`config.mk`:
```
export PLATFORM = sky130hd
export DESIGN_NAME = inemo_spi_serf
export DESIGN_NICKNAME = d
export VERILOG_FILES = /design/src/rtl/inemo_spi_serf.sv
export SDC_FILE = /design/constraint.sdc
export NUM_CORES = 1
export LEC_CHECK = 0
export ABC_AREA = 1
export CAP_MARGIN = 20
export CELL_PAD_IN_SITES_DETAIL_PLACEMENT = 0
export CELL_PAD_IN_SITES_GLOBAL_PLACEMENT = 2
export CORE_ASPECT_RATIO = 1.5
export CORE_MARGIN = 4
export CORE_UTILIZATION = 39
export DETAILED_ROUTE_END_ITERATION = 16
export PLACE_DENSITY_LB_ADDON = 0.1
export SETUP_SLACK_MARGIN = 0.1
export SYNTH_ARGS = -nofsm -noshare
export SYNTH_HDL_FRONTEND = slang
export SYNTH_SLANG_ARGS = --single-unit
```
`constraint.sdc`:
```
create_clock -name clk -period 2.2 [get_ports clk]
set_clock_uncertainty 0.05 [all_clocks]
set_input_delay 0.33 -clock clk [delete_from_list [all_inputs] [get_ports clk]]
set_output_delay 0.33 -clock clk [all_outputs]
set_load 0.02 [all_outputs]
```
`src/rtl/inemo_spi_serf.sv`:
```
// rtl/inemo_spi_serf.sv - 16-bit SPI serf with gyro register map and INT; SERF_FRAME_CHK_EN adds frm_err_cnt
module inemo_spi_serf #(
    parameter logic [7:0] WHO_AM_I_VAL  = 8'h6A,
    parameter logic [6:0] ADDR_WHO      = 7'h0F,
    parameter logic [6:0] ADDR_INT_CTRL = 7'h0D,
    parameter logic [6:0] ADDR_YAW_L    = 7'h26,
    parameter logic [6:0] ADDR_YAW_H    = 7'h27
) (
    input  logic        clk,
    input  logic        rst_n,
    input  logic        SS_n,
    input  logic        SCLK,
    input  logic        MOSI,
    output logic        MISO,
    input  logic [15:0] yaw_rate,
    input  logic        yaw_vld,
    output logic        INT,
    output logic [7:0]  int_ctrl,
    output logic        frm_done
`ifdef SERF_FRAME_CHK_EN
    ,
    output logic [7:0]  frm_err_cnt
`endif
);

    typedef enum logic {IDLE, SHIFT} state_t;

    state_t      state, state_nxt;
    logic [2:0]  ss_sync, sclk_sync, mosi_sync;
    logic [1:0]  init_cnt;
    logic        armed;
    logic        ss_fall, ss_rise, sclk_rise, sclk_fall;
    logic        frm_start, frm_end, frm_good, commit;
    logic [3:0]  bit_cnt;
    logic        bit_wrap, bit_over, ld_pend, rd_frm;
    logic [15:0] rx_shft;
    logic [7:0]  tx_shft, rd_data;
    logic [7:0]  yaw_l, yaw_h, yaw_h_pend, yaw_h_shadow;
    logic        shadow_vld;
    logic        rd_load, wr_ctrl, rd_l_done, rd_h_done;

    // Three-stage synchronizers; stage 2 vs stage 1 gives the edge detect
    always_ff @(posedge clk or negedge rst_n) begin
        if (!rst_n) begin
            ss_sync   <= 3'b111;
            sclk_sync <= 3'b111;
            mosi_sync <= 3'b000;
        end else begin
            ss_sync   <= {ss_sync[1:0], SS_n};
            sclk_sync <= {sclk_sync[1:0], SCLK};
            mosi_sync <= {mosi_sync[1:0], MOSI};
        end
    end

    // Arm only after SS_n is seen high with real samples, so a reset taken
    // mid-frame cannot turn the reset-value-to-low transition into a new frame
    always_ff @(posedge clk or negedge rst_n) begin
        if (!rst_n) begin
            init_cnt <= 2'd0;
            armed    <= 1'b0;
        end else if (init_cnt != 2'd3) begin
            init_cnt <= init_cnt + 2'd1;
        end else if (ss_sync[2]) begin
            armed <= 1'b1;
        end
    end

    assign ss_fall   = armed & ss_sync[2] & ~ss_sync[1];
    assign ss_rise   = ~ss_sync[2] & ss_sync[1];
    assign sclk_rise = ~sclk_sync[2] & sclk_sync[1];
    assign sclk_fall = sclk_sync[2] & ~sclk_sync[1];

    // Frame state register
    always_ff @(posedge clk or negedge rst_n) begin
        if (!rst_n) state <= IDLE;
        else        state <= state_nxt;
    end

    // Next state plus frame start/end strobes; a fall while shifting restarts
    always_comb begin
        state_nxt = state;
        frm_start = 1'b0;
        frm_end   = 1'b0;
        case (state)
            IDLE: begin
                if (ss_fall) begin
                    state_nxt = SHIFT;
                    frm_start = 1'b1;
                end
            end
            SHIFT: begin
                if (ss_fall) begin
                    frm_start = 1'b1;
                end else if (ss_rise) begin
                    state_nxt = IDLE;
                    frm_end   = 1'b1;
                end
            end
            default: state_nxt = IDLE;
        endcase
    end

    // Wrap marks the 16th rise; any rise after that makes the frame bad
    assign frm_good  = bit_wrap & ~bit_over;
    assign commit    = frm_end & frm_good;
    assign rd_load   = (state == SHIFT) & ~frm_start & sclk_fall & ld_pend & rx_shft[7];
    assign wr_ctrl   = commit & ~rx_shft[15] & (rx_shft[14:8] == ADDR_INT_CTRL);
    assign rd_l_done = commit & rx_shft[15] & (rx_shft[14:8] == ADDR_YAW_L);
    assign rd_h_done = commit & rx_shft[15] & (rx_shft[14:8] == ADDR_YAW_H);

    // Read-return mux, decoded from the first eight received bits
    always_comb begin
        rd_data = 8'h00;
        case (rx_shft[6:0])
            ADDR_WHO:      rd_data = WHO_AM_I_VAL;
            ADDR_INT_CTRL: rd_data = int_ctrl;
            ADDR_YAW_L:    rd_data = yaw_l;
            ADDR_YAW_H:    rd_data = shadow_vld ? yaw_h_shadow : yaw_h;
`ifdef SERF_FRAME_CHK_EN
            7'h7F:         rd_data = frm_err_cnt;
`endif
            default:       rd_data = 8'h00;
        endcase
    end

    // Shift engine: MOSI in on SCLK rise, MISO data out on SCLK fall
    always_ff @(posedge clk or negedge rst_n) begin
        if (!rst_n) begin
            bit_cnt  <= 4'd0;
            bit_wrap <= 1'b0;
            bit_over <= 1'b0;
            ld_pend  <= 1'b0;
            rd_frm   <= 1'b0;
            rx_shft  <= 16'h0000;
            tx_shft  <= 8'h00;
        end else if (frm_start) begin
            bit_cnt  <= 4'd0;
            bit_wrap <= 1'b0;
            bit_over <= 1'b0;
            ld_pend  <= 1'b0;
            rd_frm   <= 1'b0;
            rx_shft  <= 16'h0000;
            tx_shft  <= 8'h00;
        end else if (state == SHIFT) begin
            if (sclk_rise) begin
                rx_shft <= {rx_shft[14:0], mosi_sync[2]};
                bit_cnt <= bit_cnt + 4'd1;
                if (bit_wrap) bit_over <= 1'b1;
                if (bit_cnt == 4'd15) bit_wrap <= 1'b1;
                if (bit_cnt == 4'd7 && !bit_wrap) ld_pend <= 1'b1;
            end else if (sclk_fall) begin
                if (ld_pend) begin
                    ld_pend <= 1'b0;
                    if (rx_shft[7]) begin
                        tx_shft <= rd_data;
                        rd_frm  <= 1'b1;
                    end
                end else begin
                    tx_shft <= {tx_shft[6:0], 1'b0};
                end
            end
        end
    end

    assign MISO = (state == SHIFT) & rd_frm & tx_shft[7];

    // Yaw sample registers; the high byte seen by an L read becomes the shadow
    // only once that read frame completes cleanly
    always_ff @(posedge clk or negedge rst_n) begin
        if (!rst_n) begin
            yaw_l        <= 8'h00;
            yaw_h        <= 8'h00;
            yaw_h_pend   <= 8'h00;
            yaw_h_shadow <= 8'h00;
            shadow_vld   <= 1'b0;
        end else begin
            if (yaw_vld) begin
                yaw_l <= yaw_rate[7:0];
                yaw_h <= yaw_rate[15:8];
            end
            if (rd_load && rx_shft[6:0] == ADDR_YAW_L) yaw_h_pend <= yaw_h;
            if (rd_l_done) begin
                yaw_h_shadow <= yaw_h_pend;
                shadow_vld   <= 1'b1;
            end else if (rd_h_done) begin
                shadow_vld <= 1'b0;
            end
        end
    end

    // Control register, interrupt (new sample beats a read clear) and done pulse
    always_ff @(posedge clk or negedge rst_n) begin
        if (!rst_n) begin
            int_ctrl <= 8'h00;
            INT      <= 1'b0;
            frm_done <= 1'b0;
        end else begin
            frm_done <= commit;
            if (wr_ctrl) int_ctrl <= rx_shft[7:0];
            if (wr_ctrl && !rx_shft[1])        INT <= 1'b0;
            else if (yaw_vld && int_ctrl[1])   INT <= 1'b1;
            else if (rd_h_done)                INT <= 1'b0;
        end
    end

`ifdef SERF_FRAME_CHK_EN
    // Saturating bad-frame counter, cleared by a good read of 7'h7F
    always_ff @(posedge clk or negedge rst_n) begin
        if (!rst_n) begin
            frm_err_cnt <= 8'h00;
        end else if (frm_end && !frm_good) begin
            if (frm_err_cnt != 8'hFF) frm_err_cnt <= frm_err_cnt + 8'd1;
        end else if (commit && rx_shft[15] && rx_shft[14:8] == 7'h7F) begin
            frm_err_cnt <= 8'h00;
        end
    end
`endif

endmodule
```
==> metrics <==
Starting Density=40.2%; setup TNS=0 ns; Die X-Extent=roughly 90 um; commonest non-fill, non-tap cell in the layout=nand2_1; Max Fanout on Critical Path=17; Tightest Pin Transition=roughly 0.52 ns; fill cell count=about 950; RSZ-0062 raised after global routing=false; Max Cap Viol=0; Detailed Route WL=8720 um; clock transition at the registers of the reported paths=0.06 ns; CTS buffer count=9; WP data required=2.38 ns; outcome=finished clean; global placement routability congestion=0.743; cell taking the most area after synthesis=dfrtp_1; commonest cells after routing, fill and taps aside=nand2_1, dfrtp_1, inv_1; peak supply drop=0.457 mV; DR DRC count=0; CTS tree=built; CTS Root Cell=clkbuf_16; nets=493; Final setup viols=0; Clk network pwr share=42.6%; Leakage=roughly 2.1 nW; clock sink count=88; initial antenna violation count=0; grt total ovfl=0; Synth top area share=roughly 52%; pwr dens=712 nW/um^2; multi-input combinational cell area=1440 sq um; number of synthesized register bits=88; # H-tree levels=3; worst-skew pair later-pin latency=0.34 ns; sequential fraction of the synthesis area=56.1%; Synth Flop Type=dfrtp_1; Routed Antenna Nets=0; post-route cell area=4690 sq um; fin crit share=slightly above 80%; port bufs=32; routed via count=2914; CP Launch Type=register; WS Path Type=reg2reg; Max Slew Vio Count=0; Hold Crit Class=reg2reg; Reg power frac=51.1%; top cells by area, synth=dfrtp_1, nand2_1, inv_1; post-synth net total=around 460; Max clock buf depth=2; Final Hold Vio Count=0; storage element area=~2200 sq um; Psw=0.759 mW; Cell Area, Synth=3940 sq um; placed wire-length estimate=6390 um; vias per std cell=4.96; number of flops mapped to enable cells by yosys=0; WP data arrival=1.98 ns; number of inserted diodes=0; Avg Cell Area, Syn=9.16 sq um; full die area=~12000 sq um; Async SR Flop Fraction=100%; ratio of cells with drive above 1 in the final layout=13.8%; Pint=roughly 2.6 mW; vias in the first global route=2829; pin count of the biggest net entering global routing=39; Total Routing Usage GR=16.0%; Detailed Routing Iterations Pass 1=4; Yosys cell types=34; Gate power share=roughly 6.2%; DRT iter0 DRCs=130; Ys Warns=0; cells after synthesis=430; Core Region=9800 sq um; Die Y=131 um; IO Pins=33; Highest Clock Rate=555 MHz; total number of placement rows=44; P&R area growth vs syn=19.0%; Tmin final=approximately 1.8 ns; Avg WL per Cell=14.9 um; Setup crit end kind=register; first-pass GRT wire length=14600 um; placed cell area=4400 sq um; Worst slew margin=~65%; Net Sw Frac=22.7%
==> final timing paths <==
check / slack [ns] / endpoint / startpoint / depth (start not counted)
worst max-delay path: 0.40 / bit_cnt[2] / ss_sync[2] / 5
worst min register to register: 0.30 / mosi_sync[1] / mosi_sync[0] / 0
worst max register to register: 0.40 / bit_cnt[2] / ss_sync[2] / 5
max in group asynchronous: 0.99 / ss_sync[1] / rst_n / 3
min in group asynchronous: 0.39 / tx_shft[1] / rst_n / 2
worst min-delay path: 0.30 / mosi_sync[1] / mosi_sync[0] / 0
==> what timing repair did <==
item / in CTS / in global routing
resized for setup: 0 / 1
endpoints found under the setup margin: 0 / 1
buffers inserted: 0 / 0
hold buffers: 1 / 0
hold endpoints to repair: 20 / 0
==> synthesized netlist by cell type (2+ instances only) <==
cell and n:
a21oi_1 9, buf_2 3, clkbuf_1 9, dfrtp_1 82, dfstp_2 6, ha_1 4, inv_1 54, inv_2 6
mux2_2 5, nand2_1 95, nand2_2 6, nand2_4 2, nand3_1 37, nand4_1 7, nand4_4 2, nor2_1 12
nor2_2 3, nor2_4 2, nor3_1 5, nor3_4 2, o211ai_1 3, o21ai_0 35, o21ai_1 22, o21ai_2 8
o31ai_1 2
==> flip-flops by register name (all words and copies together) (netlist names), 3 cells and up <==
register / count
tx_shft: 8
bit_cnt: 4
ss_sync: 3
yaw_h: 8
int_ctrl: 8
yaw_h_pend: 8
sclk_sync: 3
mosi_sync: 3
rx_shft: 16
yaw_h_shadow: 8
yaw_l: 8
==> worst max-delay path: stages, from the launching register on <==
cell and delay [ns]:
dfstp_2 0.58, nand3_2 0.24, nand2_1 0.49, nand3_1 0.18, nand2_1 0.10, nor2_1 0.04
==> power groups by stage <==
| stage | clock (mW) | combinational [mW] | sequential (mW) |
|---|---|---|---|
| 6_report | 1.42 | 0.208 | 1.71 |
| 5_1_grt | 1.55 | 0.238 | 1.71 |
| 4_1_cts | 1.47 | 0.214 | 1.71 |
| 3_5_place_dp | 0 | 0.211 | 1.74 |
| 3_3_place_gp | 0 | 0.211 | 1.74 |
| 2_1_floorplan | 0 | 0.102 | 1.73 |
==> through the flow <==
| stage | total power, mW | hold slack, ns | cells | util [%] | setup slack, ns |
|---|---|---|---|---|---|
| floorplan | 1.83 | -0.0156 | 430 | - | 0.707 |
| global placement | 1.95 | 0.213 | 570 | 44.9 | 0.427 |
| detailed placement | 1.95 | 0.215 | 570 | 44.9 | 0.399 |
| CTS | 3.39 | 0.307 | 587 | 47.8 | 0.134 |
| global route | 3.51 | 0.309 | 587 | 47.8 | 0.223 |
| finish | 3.34 | 0.304 | 587 | 47.8 | 0.397 |
==> cell type report <==
cell class,count,share of cell area (%)
clock inverter,3,0.374
timing repair buffer,39,8.27
multi-input combinational,269,30.8
tap,115,3.07
inverter,60,4.80
clock buffer,13,5.55
sequential,88,47.1
==> layer usage <==
| layer | global-route usage [%] | wire length (um) | vias up |
|---|---|---|---|
| met5 | 0 | 0 | - |
| met4 | 5.41 | 127 | 0 |
| met3 | 4.11 | 289 | 9 |
| met2 | 27.3 | 4460 | 46 |
| met1 | 19.8 | 3850 | 1383 |
| li1 | - | - | 1476 |
==> cell families after synthesis <==
logic type	share of synthesized area, %
and+or+nand+nor	21.8
DFF	56.1
AOI/OAI and AO/OA	11.9
buffers and inverters	7.24
muxes	1.43
adders and majority gates	1.27
xor gates and xnor gates	0.222
No activity file was read; power rests on OpenSTA's default activity.
